<file path="src/rtl/spi_pkg.sv">
// -----------------------------------------------------------------------------
// spi_pkg
// Definitions shared by the SPI master (transmitter_SPI) and slave
// (receiver_spi):
//   - SPI_DEFAULT_WIDTH : default word length in bits
//   - MODE0..MODE3      : SPI mode encodings, packed as {CKP, CPH}
//   - spi_state_t       : frame FSM states (IDLE, ACTIVE)
// -----------------------------------------------------------------------------
`timescale 1ns/1ps

package spi_pkg;

  localparam int SPI_DEFAULT_WIDTH = 8;

  // {CKP, CPH}
  localparam logic [1:0] MODE0 = 2'b00;
  localparam logic [1:0] MODE1 = 2'b01;
  localparam logic [1:0] MODE2 = 2'b10;
  localparam logic [1:0] MODE3 = 2'b11;

  typedef enum logic {
    IDLE   = 1'b0,
    ACTIVE = 1'b1
  } spi_state_t;

endpackage : spi_pkg

</file>
<file path="src/rtl/spi_sync_edge.sv">
// -----------------------------------------------------------------------------
// spi_sync_edge
// Brings an asynchronous pin into the clk domain through STAGES flops and
// produces single-cycle registered rise/fall pulses from the synchronised
// level.
//
// Parameters:
//   STAGES    : number of synchroniser flops (>= 2)
//   RESET_VAL : level the synchroniser assumes while in reset (the pin's
//               idle level, so no spurious edge follows reset release)
// Ports:
//   clk    in  system clock
//   rst_n  in  asynchronous active-low reset
//   i_pin  in  asynchronous input pin
//   o_rise out one-cycle pulse after a synchronised 0->1 transition
//   o_fall out one-cycle pulse after a synchronised 1->0 transition
// -----------------------------------------------------------------------------
`timescale 1ns/1ps

module spi_sync_edge #(
  parameter int   STAGES    = 2,
  parameter logic RESET_VAL = 1'b0
) (
  input  logic clk,
  input  logic rst_n,
  input  logic i_pin,
  output logic o_rise,
  output logic o_fall
);

  logic [STAGES-1:0] r_sync;
  logic              r_prev;
  logic              r_rise;
  logic              r_fall;

  // NOTE: sequential state is always assigned with <= so every flop samples
  // the pre-edge value of its neighbours; with = the synchroniser chain
  // would collapse into a single flop.
  always_ff @(posedge clk or negedge rst_n) begin
    if (!rst_n) begin
      r_sync <= {STAGES{RESET_VAL}};
      r_prev <= RESET_VAL;
      r_rise <= 1'b0;
      r_fall <= 1'b0;
    end else begin
      r_sync <= {r_sync[STAGES-2:0], i_pin};
      r_prev <= r_sync[STAGES-1];
      r_rise <= r_sync[STAGES-1] & ~r_prev;
      r_fall <= ~r_sync[STAGES-1] & r_prev;
    end
  end

  assign o_rise = r_rise;
  assign o_fall = r_fall;

endmodule : spi_sync_edge

</file>
<file path="src/rtl/receiver_spi.sv">
// -----------------------------------------------------------------------------
// receiver_spi
// SPI slave receiver, oversampled by clk (no logic runs on SCK). Deserialises
// MOSI (MSB first) into WIDTH-bit words delivered on a valid/ack handshake and
// simultaneously returns a local word on MISO (MSB first). Several words may
// be sent back-to-back inside one CS frame.
//
// Parameters:
//   WIDTH       : bits per word (4..16)
//   SYNC_STAGES : synchroniser flops on SCK/CS/MOSI (>= 2)
// Ports:
//   clk      in   system clock (>= 8x SCK)
//   rst      in   asynchronous active-low reset
//   CKP/CPH  in   SPI clock polarity / phase, latched at CS fall
//   SCK/CS   in   serial clock / active-low chip select from master
//   MOSI     in   serial data from master
//   MISO     out  serial data to master
//   tx_data  in   word returned on MISO in the next word slot
//   rx_data  out  last complete received word
//   rx_valid out  rx_data holds an unacknowledged word
//   rx_ack   in   consumer accepts rx_data
//   busy     out  synchronised CS is low (frame in progress)
// Build option:
//   SPI_RX_OVERRUN_EN : adds output rx_overrun, set when a word completes
//                       while a previous one is still unacknowledged, cleared
//                       by rx_ack.
// -----------------------------------------------------------------------------
`timescale 1ns/1ps

module receiver_spi
  import spi_pkg::*;
#(
  parameter int WIDTH       = SPI_DEFAULT_WIDTH,
  parameter int SYNC_STAGES = 2
) (
  input  logic             clk,
  input  logic             rst,
  input  logic             CKP,
  input  logic             CPH,
  input  logic             SCK,
  input  logic             CS,
  input  logic             MOSI,
  output logic             MISO,
  input  logic [WIDTH-1:0] tx_data,
  output logic [WIDTH-1:0] rx_data,
  output logic             rx_valid,
  input  logic             rx_ack,
`ifdef SPI_RX_OVERRUN_EN
  output logic             rx_overrun,
`endif
  output logic             busy
);

  localparam int               CNT_W    = $clog2(WIDTH + 1);
  localparam logic [CNT_W-1:0] CNT_FULL = CNT_W'(WIDTH);

  // Pin conditioning
  logic                   w_sck_rise;
  logic                   w_sck_fall;
  logic                   w_cs_rise;
  logic                   w_cs_fall;
  logic [SYNC_STAGES-1:0] r_mosi_sync;
  logic                   w_mosi;

  spi_sync_edge #(.STAGES(SYNC_STAGES), .RESET_VAL(1'b0)) u_sck_sync (
    .clk    (clk),
    .rst_n  (rst),
    .i_pin  (SCK),
    .o_rise (w_sck_rise),
    .o_fall (w_sck_fall)
  );

  // CS idles high, so its synchroniser resets high.
  spi_sync_edge #(.STAGES(SYNC_STAGES), .RESET_VAL(1'b1)) u_cs_sync (
    .clk    (clk),
    .rst_n  (rst),
    .i_pin  (CS),
    .o_rise (w_cs_rise),
    .o_fall (w_cs_fall)
  );

  // MOSI only needs a level: it is stable for half an SCK period around the
  // sample edge, so the one-cycle skew against the SCK pulses is harmless.
  always_ff @(posedge clk or negedge rst) begin
    if (!rst) r_mosi_sync <= '0;
    else      r_mosi_sync <= {r_mosi_sync[SYNC_STAGES-2:0], MOSI};
  end
  assign w_mosi = r_mosi_sync[SYNC_STAGES-1];

  // Frame state
  spi_state_t        r_state;
  spi_state_t        w_next_state;
  logic              r_ckp;
  logic              r_cph;
  logic [CNT_W-1:0]  r_cnt;
  logic [WIDTH-1:0]  r_rx_shift;
  logic [WIDTH-1:0]  r_tx_shift;
  logic              r_hold;
  logic              r_miso;
  logic [WIDTH-1:0]  r_rx_data;
  logic              r_rx_valid;

  logic w_lead;
  logic w_trail;
  logic w_sample;
  logic w_shift;
  logic w_done;

  // Edge roles derived from the mode latched for this frame.
  always_comb begin
    w_lead   = r_ckp ? w_sck_fall : w_sck_rise;
    w_trail  = r_ckp ? w_sck_rise : w_sck_fall;
    w_sample = r_cph ? w_trail : w_lead;
    w_shift  = r_cph ? w_lead  : w_trail;
    w_done   = (r_state == ACTIVE) && (r_cnt == CNT_FULL);
  end

  always_ff @(posedge clk or negedge rst) begin
    if (!rst) r_state <= IDLE;
    else      r_state <= w_next_state;
  end

  // NOTE: the next state is defaulted before the case so that every path
  // assigns it; a missing assignment here would infer a latch.
  always_comb begin
    w_next_state = r_state;
    case (r_state)
      IDLE:    if (w_cs_fall) w_next_state = ACTIVE;
      ACTIVE:  if (w_cs_rise) w_next_state = IDLE;
      default: w_next_state = IDLE;
    endcase
  end

  // Shift registers, bit counter and MISO.
  // r_hold marks that the next shift edge must present the freshly loaded MSB
  // instead of shifting: the first leading edge with CPH=1, and the trailing
  // edge that follows a word's last sample with CPH=0.
  always_ff @(posedge clk or negedge rst) begin
    if (!rst) begin
      r_ckp      <= 1'b0;
      r_cph      <= 1'b0;
      r_cnt      <= '0;
      r_rx_shift <= '0;
      r_tx_shift <= '0;
      r_hold     <= 1'b0;
      r_miso     <= 1'b0;
    end else begin
      case (r_state)
        IDLE: begin
          r_miso <= 1'b0;
          r_cnt  <= '0;
          if (w_cs_fall) begin
            r_ckp      <= CKP;
            r_cph      <= CPH;
            r_tx_shift <= tx_data;
            r_hold     <= CPH;
            r_miso     <= CPH ? 1'b0 : tx_data[WIDTH-1];
          end
        end
        ACTIVE: begin
          if (w_cs_rise) begin
            // A partial word is dropped; a completed one is handled below.
            r_cnt  <= '0;
            r_miso <= 1'b0;
          end else if (w_done) begin
            r_cnt      <= '0;
            r_tx_shift <= tx_data;
            r_hold     <= 1'b1;
          end else begin
            if (w_sample) begin
              r_rx_shift <= {r_rx_shift[WIDTH-2:0], w_mosi};
              r_cnt      <= r_cnt + CNT_W'(1);
            end
            if (w_shift) begin
              if (r_hold) begin
                r_miso <= r_tx_shift[WIDTH-1];
                r_hold <= 1'b0;
              end else begin
                r_tx_shift <= {r_tx_shift[WIDTH-2:0], 1'b0};
                r_miso     <= r_tx_shift[WIDTH-2];
              end
            end
          end
        end
        default: r_cnt <= '0;
      endcase
    end
  end

  // Receive handshake: a completing word beats a simultaneous ack.
  always_ff @(posedge clk or negedge rst) begin
    if (!rst) begin
      r_rx_data  <= '0;
      r_rx_valid <= 1'b0;
    end else if (w_done) begin
      r_rx_data  <= r_rx_shift;
      r_rx_valid <= 1'b1;
    end else if (rx_ack) begin
      r_rx_valid <= 1'b0;
    end
  end

`ifdef SPI_RX_OVERRUN_EN
  logic r_overrun;

  always_ff @(posedge clk or negedge rst) begin
    if (!rst)                                   r_overrun <= 1'b0;
    else if (w_done && r_rx_valid && !rx_ack)   r_overrun <= 1'b1;
    else if (rx_ack)                            r_overrun <= 1'b0;
  end

  assign rx_overrun = r_overrun;
`endif

  assign MISO     = r_miso;
  assign rx_data  = r_rx_data;
  assign rx_valid = r_rx_valid;
  assign busy     = (r_state == ACTIVE);

endmodule : receiver_spi
</file>
<file path="config.mk">
export PLATFORM = sky130hd
export DESIGN_NAME = receiver_spi
export DESIGN_NICKNAME = d
export VERILOG_FILES = /design/src/rtl/spi_pkg.sv /design/src/rtl/spi_sync_edge.sv /design/src/rtl/receiver_spi.sv
export SDC_FILE = /design/constraint.sdc
export NUM_CORES = 1
export LEC_CHECK = 0
export CAP_MARGIN = 30
export CELL_PAD_IN_SITES_DETAIL_PLACEMENT = 0
export CELL_PAD_IN_SITES_GLOBAL_PLACEMENT = 1
export CORE_ASPECT_RATIO = 1.2
export CORE_MARGIN = 1
export CORE_UTILIZATION = 44
export CTS_CLUSTER_DIAMETER = 50
export DETAILED_ROUTE_END_ITERATION = 12
export GPL_ROUTABILITY_DRIVEN = 0
export PLACE_DENSITY_LB_ADDON = 0.1
export SLEW_MARGIN = 20
export SYNTH_ARGS = -nofsm -noshare
export SYNTH_HDL_FRONTEND = slang
export SYNTH_HIERARCHICAL = 1
export SYNTH_SLANG_ARGS = --single-unit
</file>
<file path="constraint.sdc">
create_clock -name clk -period 2.5 [get_ports clk]
set_clock_uncertainty 0.2 [all_clocks]
set_input_delay 0.25 -clock clk [delete_from_list [all_inputs] [get_ports clk]]
set_output_delay 0.25 -clock clk [all_outputs]
set_load 0.03 [all_outputs]
</file>
==> results of run 1 <==
## per-layer routing
metal | global-route usage, % | vias up
li1 | - | 547
met1 | 19.9 | 565
met2 | 25.5 | 21
met3 | 3.18 | 4
met4 | 7.75 | 0
met5 | 0 | -
## power by group through the flow
| stage | clock network, mW | logic (mW) | registers [mW] |
|---|---|---|---|
| 4_1_cts | 0.544 | 0.475 | 1.01 |
| 3_3_place_gp | 0 | 0.455 | 1.02 |
| 5_1_grt | 0.573 | 0.513 | 1.03 |
| 2_1_floorplan | 0 | 0.376 | 1.00 |
| 3_5_place_dp | 0 | 0.472 | 1.03 |
| 6_report | 0.526 | 0.467 | 1.01 |
## through the flow
| step | area, µm² | setup slack [ns] | utilization (%) | power, mW |
|---|---|---|---|---|
| detailed placement | 2260 | 0.300 | 53.1 | 1.50 |
| CTS | 2380 | 0.288 | 55.9 | 2.03 |
| finish | 2380 | 0.298 | 55.9 | 2.00 |
| global route | 2380 | 0.170 | 55.9 | 2.12 |
| global placement | 2260 | 0.400 | 53.1 | 1.47 |
| floorplan | 1950 | 0.543 | - | 1.38 |
## cell families after synthesis
kind of cell             synth area share, %
flip-flops                              59.2
multiplexers                            22.0
AND/OR/NAND/NOR                         8.99
AO/OA/AOI/OAI                           4.11
buffers and inverters                   2.50
XOR/XNOR                                1.86
adder cells (fa/ha/maj)                 1.28
## layout make-up
class                   count  area share (%)
well taps                  56            2.94
repair buffers             29            11.8
inverters                   6           0.945
flip-flops and latches     46            48.5
clock buffers               5            2.89
clock inverters             3            1.68
multi-input cells          84            31.3
## path summary, 6_finish.rpt
check                                from                   to
setup / recovery                 r_cnt[0]        r_tx_shift[4]
hold / removal             r_mosi_sync[0]       r_mosi_sync[1]
setup reg to reg                 r_cnt[0]        r_tx_shift[4]
hold reg to reg            r_mosi_sync[0]       r_mosi_sync[1]
max in group asynchronous             rst  u_cs_sync/r_sync[0]
min in group asynchronous             rst    u_sck_sync/o_rise
## state kept, by name, indices dropped and copies added (netlist names)
name / cells
u_sck_sync/o_rise: 1
r_cph: 1
rx_valid: 1
r_mosi_sync: 2
u_cs_sync/r_sync: 2
u_cs_sync/o_rise: 1
r_rx_shift: 8
u_sck_sync/r_prev: 1
u_sck_sync/o_fall: 1
r_tx_shift: 8
r_hold: 1
busy: 1
MISO: 1
u_sck_sync/r_sync: 2
r_cnt: 4
r_ckp: 1
u_cs_sync/o_fall: 1
rx_data: 8
u_cs_sync/r_prev: 1
## synthesized netlist by cell type
library cell / count / area (µm²)
xnor2_1: 1 / 8.76
nand4b_1: 1 / 8.76
mux2i_4: 1 / 22.5
nand3_1: 2 / 10.0
o21ai_0: 5 / 25.0
nor3_1: 1 / 5.00
nand2b_1: 2 / 12.5
and3_1: 1 / 6.26
a21oi_1: 3 / 15.0
mux2i_1: 2 / 20.0
o22ai_1: 1 / 6.26
a41o_1: 1 / 10.0
nor2b_1: 4 / 25.0
nand3b_1: 3 / 22.5
nor2_2: 1 / 6.26
and2b_2: 2 / 17.5
mux2_2: 25 / 282
nor2_1: 3 / 11.3
ha_1: 2 / 25.0
buf_6: 2 / 22.5
a31oi_1: 1 / 6.26
clkbuf_1: 1 / 3.75
dfstp_2: 3 / 78.8
a2bb2oi_1: 1 / 8.76
dfrtp_1: 43 / 1080
or3_1: 2 / 12.5
o31a_1: 1 / 8.76
xnor2_4: 1 / 27.5
nand2_1: 10 / 37.5
inv_1: 6 / 22.5
mux2_4: 7 / 105
## what timing repair did
action / in CTS / in global routing
setup endpoints to repair: 0 / 0
buffers inserted: 0 / 0
hold buffers: 1 / 0
endpoints found under the hold margin: 16 / 0
==> metrics, run 1 <==
outcome finished, final reports clean; Die W approximately 63 µm; power share of the sequential group between 50% and 60%; die height between 70 and 80 µm; Slew HR 64.4%; syn_nets 157; RSZ-0062 raised after global routing no; critical path type reg2reg; CTS Buf Count 5; Yosys cell types 31; Core ar. ~4300 µm²; H-tree levels 2; Resized Gates After CTS 0; critical path depth 6; CP bufs+invs 1; fin. max-slew vios 0; Setup Viol. Count Final 0; Starting Density a little under half; Placed Cells incl. Taps 220; hold slack final around 0.15 ns; layout cells sized above 1 between 20% and 30%; CTS tree done; TritonRoute pass-1 iters 4; footprint of the multi-input gates about 750 µm²; max_cap viols 0; first-pass GRT wire length between 5000 and 6000 µm; PwrDens approximately 840 nW/µm²; Worst-Margin Slew between 0.5 and 0.6 ns; Seq/Total Area, Yosys 59.2%; clock power share 26.3%; CP peak stage delay 0.48 ns; Final Hold Fails 0; combinational power share 23.3%; largest net degree at the start of global routing 31; net switching power roughly 0.52 mW; Post-Route WL 3160 µm; CTS max path bufs 2; port bufs 26; Mapped Cells 139; initial antenna violation count 0; row count 26; top routing layer used met4; Ant. Diodes 0; Hold Crit Class reg2reg; met2 wire length ~1600 µm; yosys warns 6; fillcell total 387; slowest CP cell o31a_1; Layout Cells excl Fill around 230; register area around 1200 µm²; total track usage between 10% and 20%; CP top delay family compound AO/OA/AOI/OAI gates; R2R depth 6; Leak 1.08 nW; post-DP HPWL roughly 2300 µm; M1 WL 1410 µm; syn avg cell area 14.0 µm²; maximum VDD drop ~0.45 mV; CP endpoint kind flip-flop; DRT antenna net count 0; vias in the first global route 1,174; crit share post-route between 80% and 90%; CP arrival between 2 and 2.5 ns; internal power approximately 1.5 mW; Net Sw Frac between 20% and 30%; Startpoint Class flip-flop; commonest non-fill, non-tap cell in the layout dfrtp_1; clock sink total 46; DRC errors left 0; die area around 4700 µm²; P&R area growth vs syn 22.2%; wire per inst ~14 µm; total number of vias 1,137; DR WL met3 about 130 µm; max frequency ~0.45 GHz; Critical Path Fanout Max 8; most frequent cells in the layout dfrtp_1 (43), mux2_2 (25), clkdlybuf4s50_1 (25); clk slew on worst S/H paths about 0.080 ns; WP data required 2.48 ns; Final Net Count 190; Root Buffer clkbuf_8; fin crit period 2.20 ns; final setup TNS 0 ns; #FFs+latches synth 46; GRT overflow 0; hold path cells 0; Critical Path, Cell by Cell inv_1, ha_1, nand3b_1, nor2_1, o31a_1, mux2_4; Top-Level Pins 27; DRT iter0 DRCs 57; vias per std cell 4.97; clock latency on the worst-skew pair just under 0.3 ns; setup slack, reg-to-reg slightly below 0.3 ns; Post-Syn Area between 1500 and 2000 µm²
No activity file was read; power rests on OpenSTA's default activity.
==> run 2, diff against run 1 <==
--- a/config.mk
+++ b/config.mk
@@ -7,3 +7,3 @@
 export LEC_CHECK = 0
-export CAP_MARGIN = 30
+export CAP_MARGIN = 10
 export CELL_PAD_IN_SITES_DETAIL_PLACEMENT = 0
@@ -12,5 +12,6 @@
 export CORE_MARGIN = 1
-export CORE_UTILIZATION = 44
+export CORE_UTILIZATION = 50
 export CTS_CLUSTER_DIAMETER = 50
 export DETAILED_ROUTE_END_ITERATION = 12
+export DONT_BUFFER_PORTS = 1
 export GPL_ROUTABILITY_DRIVEN = 0
--- a/constraint.sdc
+++ b/constraint.sdc
@@ -4,2 +4,2 @@
 set_output_delay 0.25 -clock clk [all_outputs]
-set_load 0.03 [all_outputs]
+set_load 0.1 [all_outputs]
==> run 2 against run 1 <==
  * Sequential power about the same
  * First-iteration DRC count decreased by 63%
  * Critical path depth unchanged
  * Register-to-register slack got worse by 0.02 ns
  * Via count decreased by 5.2%
  * Hold slack got worse by 0.11 ns
  * Clock power increased by 26%
  * Sequential share of layout area increased by 2.4 points
  * Highest routed layer unchanged
  * Core utilization increased by 5.5 points
  * Combinational power increased by 6.4%
  * Final cell count decreased by 8.7%
==> metrics, run 2 (synthesis gave the netlist of run 1 again) <==
Die W 59 µm (-6.0%); Root Buffer clkbuf_8; DRC errors left 0 (unchanged); CTS max path bufs 2 (unchanged); final setup TNS 0 ns (unchanged); die area 4150 µm² (-12%); CP bufs+invs 1 (unchanged); CP peak stage delay 0.46 ns (-0.02 ns); GRT overflow 0 (unchanged); post-CTS setup buffer count 0 (unchanged); vias in the first global route 1,159 (-1.3%); met3 usage in global routing 5.56% (+2.4 points); GR Util met1 21.7% (+1.9 points); Layout Utilization 61.4% (+5.5 points); CP arrival 2.20 ns (+0.02 ns); Final Net Count 174 (-8.4%); Critical Path, Cell by Cell inv_1, ha_1, nand3b_1, nor2_1, o31a_1, mux2_4; Top-Level Pins 27 (unchanged); WP data required 2.48 ns (about the same); DRT iter0 DRCs 21 (-63%); Final Hold Fails 0 (unchanged); Ant. Diodes 0 (unchanged); maximum VDD drop 0.487 mV (+8.9%); CTS tree done; row count 24 (-7.7%); hold slack final 0.0398 ns (-0.111 ns); clk slew on worst S/H paths 0.08 ns (about the same); vias per std cell 5.16 (+3.9%); Worst-Margin Slew 0.904 ns (+0.370 ns); outcome finished, final reports clean; Critical Path Fanout Max 8 (unchanged); Leak 1.05 nW (-2.8%); CP endpoint kind flip-flop; crit share post-route 88.9% (+0.80 points); layout cells sized above 1 33.8% (+4.3 points); Startpoint Class flip-flop; Post-Route WL 2990 µm (-5.4%); wire per inst 14.3 µm (+3.6%); RSZ-0062 raised after global routing no; total track usage 17.3% (+1.8 points); P&R area growth vs syn 16.4%; max_cap viols 0 (unchanged); CP top delay family compound AO/OA/AOI/OAI gates; fin. max-slew vios 0 (unchanged); port bufs 0 (-100%); post-DP HPWL 2070 µm (-10%); CTS Buf Count 5 (unchanged); Setup Viol. Count Final 0 (unchanged); total power draw 2.17 mW (+8.3%); Top Usage Layer GRT met2; commonest non-fill, non-tap cell in the layout dfrtp_1; slowest CP cell o31a_1; clock sink total 46 (unchanged); critical path type reg2reg; Starting Density 52.8% (+7.0 points); initial antenna violation count 0 (unchanged); fin crit period 2.22 ns (+0.0201 ns); DRT antenna net count 0 (unchanged); first-pass GRT wire length 5280 µm (-4.0%); Resized Gates After CTS 0 (unchanged); R2R depth 6 (unchanged); Slew HR 39.8% (-25 points); TritonRoute pass-1 iters 3 (-1); most frequent cells in the layout dfrtp_1 (43), mux2_2 (25), nand2_1 (10); clock latency on the worst-skew pair 0.29 ns (about the same); Core ar. 3690 µm² (-13%); PwrDens 956 nW/µm² (+14%); max frequency 0.450 GHz (-0.91%); total number of vias 1,078 (-5.2%); Hold Crit Class in2reg; largest net degree at the start of global routing 47 (+52%); H-tree levels 2 (unchanged); hold path cells 2 (+2); critical path depth 6 (unchanged); grt met2 use 27.3% (+1.8 points); die height 70.4 µm (-6.0%)
## run 2: cell count changes in the layout (fill, tap and decap cells not counted), moves of 2 or more
cell             change
clkdlybuf4s50_1     -25
buf_4                +2
dlygate4sd3_1        +7
clkinv_2             -2
## run 2: timing repair
item / CTS / global route
endpoints found under the hold margin: 53 / 0
hold buffers: 9 / 0
setup endpoints to repair: 0 / 0
## run 2: worst paths after layout
check	from	endpoint	slack, ns
setup / recovery	r_cnt[0]	r_tx_shift[3]	0.28
hold / removal	tx_data[1]	r_tx_shift[1]	0.04
hold reg to reg	r_mosi_sync[0]	r_mosi_sync[1]	0.15
min in group asynchronous	rst	r_cph	0.27
setup reg to reg	r_cnt[0]	r_tx_shift[3]	0.28
max in group asynchronous	rst	u_cs_sync/r_sync[0]	1.59
## run 2: worst register-to-register path, delay by kind of cell (launching register included)
| family | cells | cell delay [ns] |
|---|---|---|
| muxes | 1 | 0.35 |
| buffers and inverters | 1 | 0.11 |
| and+or+nand+nor | 2 | 0.42 |
| AOI/OAI and AO/OA | 1 | 0.46 |
| DFF | 1 | 0.40 |
| adders and majority gates | 1 | 0.18 |
## run 2: routing by layer
metal / routed length, µm / share of wire [%] / vias up
li1: - / - / 513
met1: 1260 / 42 / 539
met2: 1540 / 51 / 22
met3: 144 / 4.8 / 4
met4: 42 / 1.4 / 0
met5: 0 / 0 / -
## run 2: through the flow
stage | setup slack [ns] | cell area [µm²] | instances
final | 0.278 | 2270 | 209
after floorplan | 0.0777 | 1950 | 139
after detailed placement | 0.275 | 2020 | 192
after global routing | 0.111 | 2270 | 209
after CTS | 0.267 | 2270 | 209
after global placement | 0.335 | 2020 | 192
## run 2: power by group
part / leakage [nW] / internal (mW) / total, mW / switching (mW)
Sequential: 0.586 / 0.896 / 1.01 / 0.115
Clock: 0.0714 / 0.426 / 0.661 / 0.235
Combinational: 0.393 / 0.281 / 0.497 / 0.216
## run 2: layout make-up
cell class                 instances  area [µm²]
timing repair buffer              13         138
tap                               52        65.1
clock inverter                     2        60.1
fill                             317        1430
clock buffer                       6        82.6
multi-input combinational         84         746
inverter                           6        22.5
sequential                        46        1150
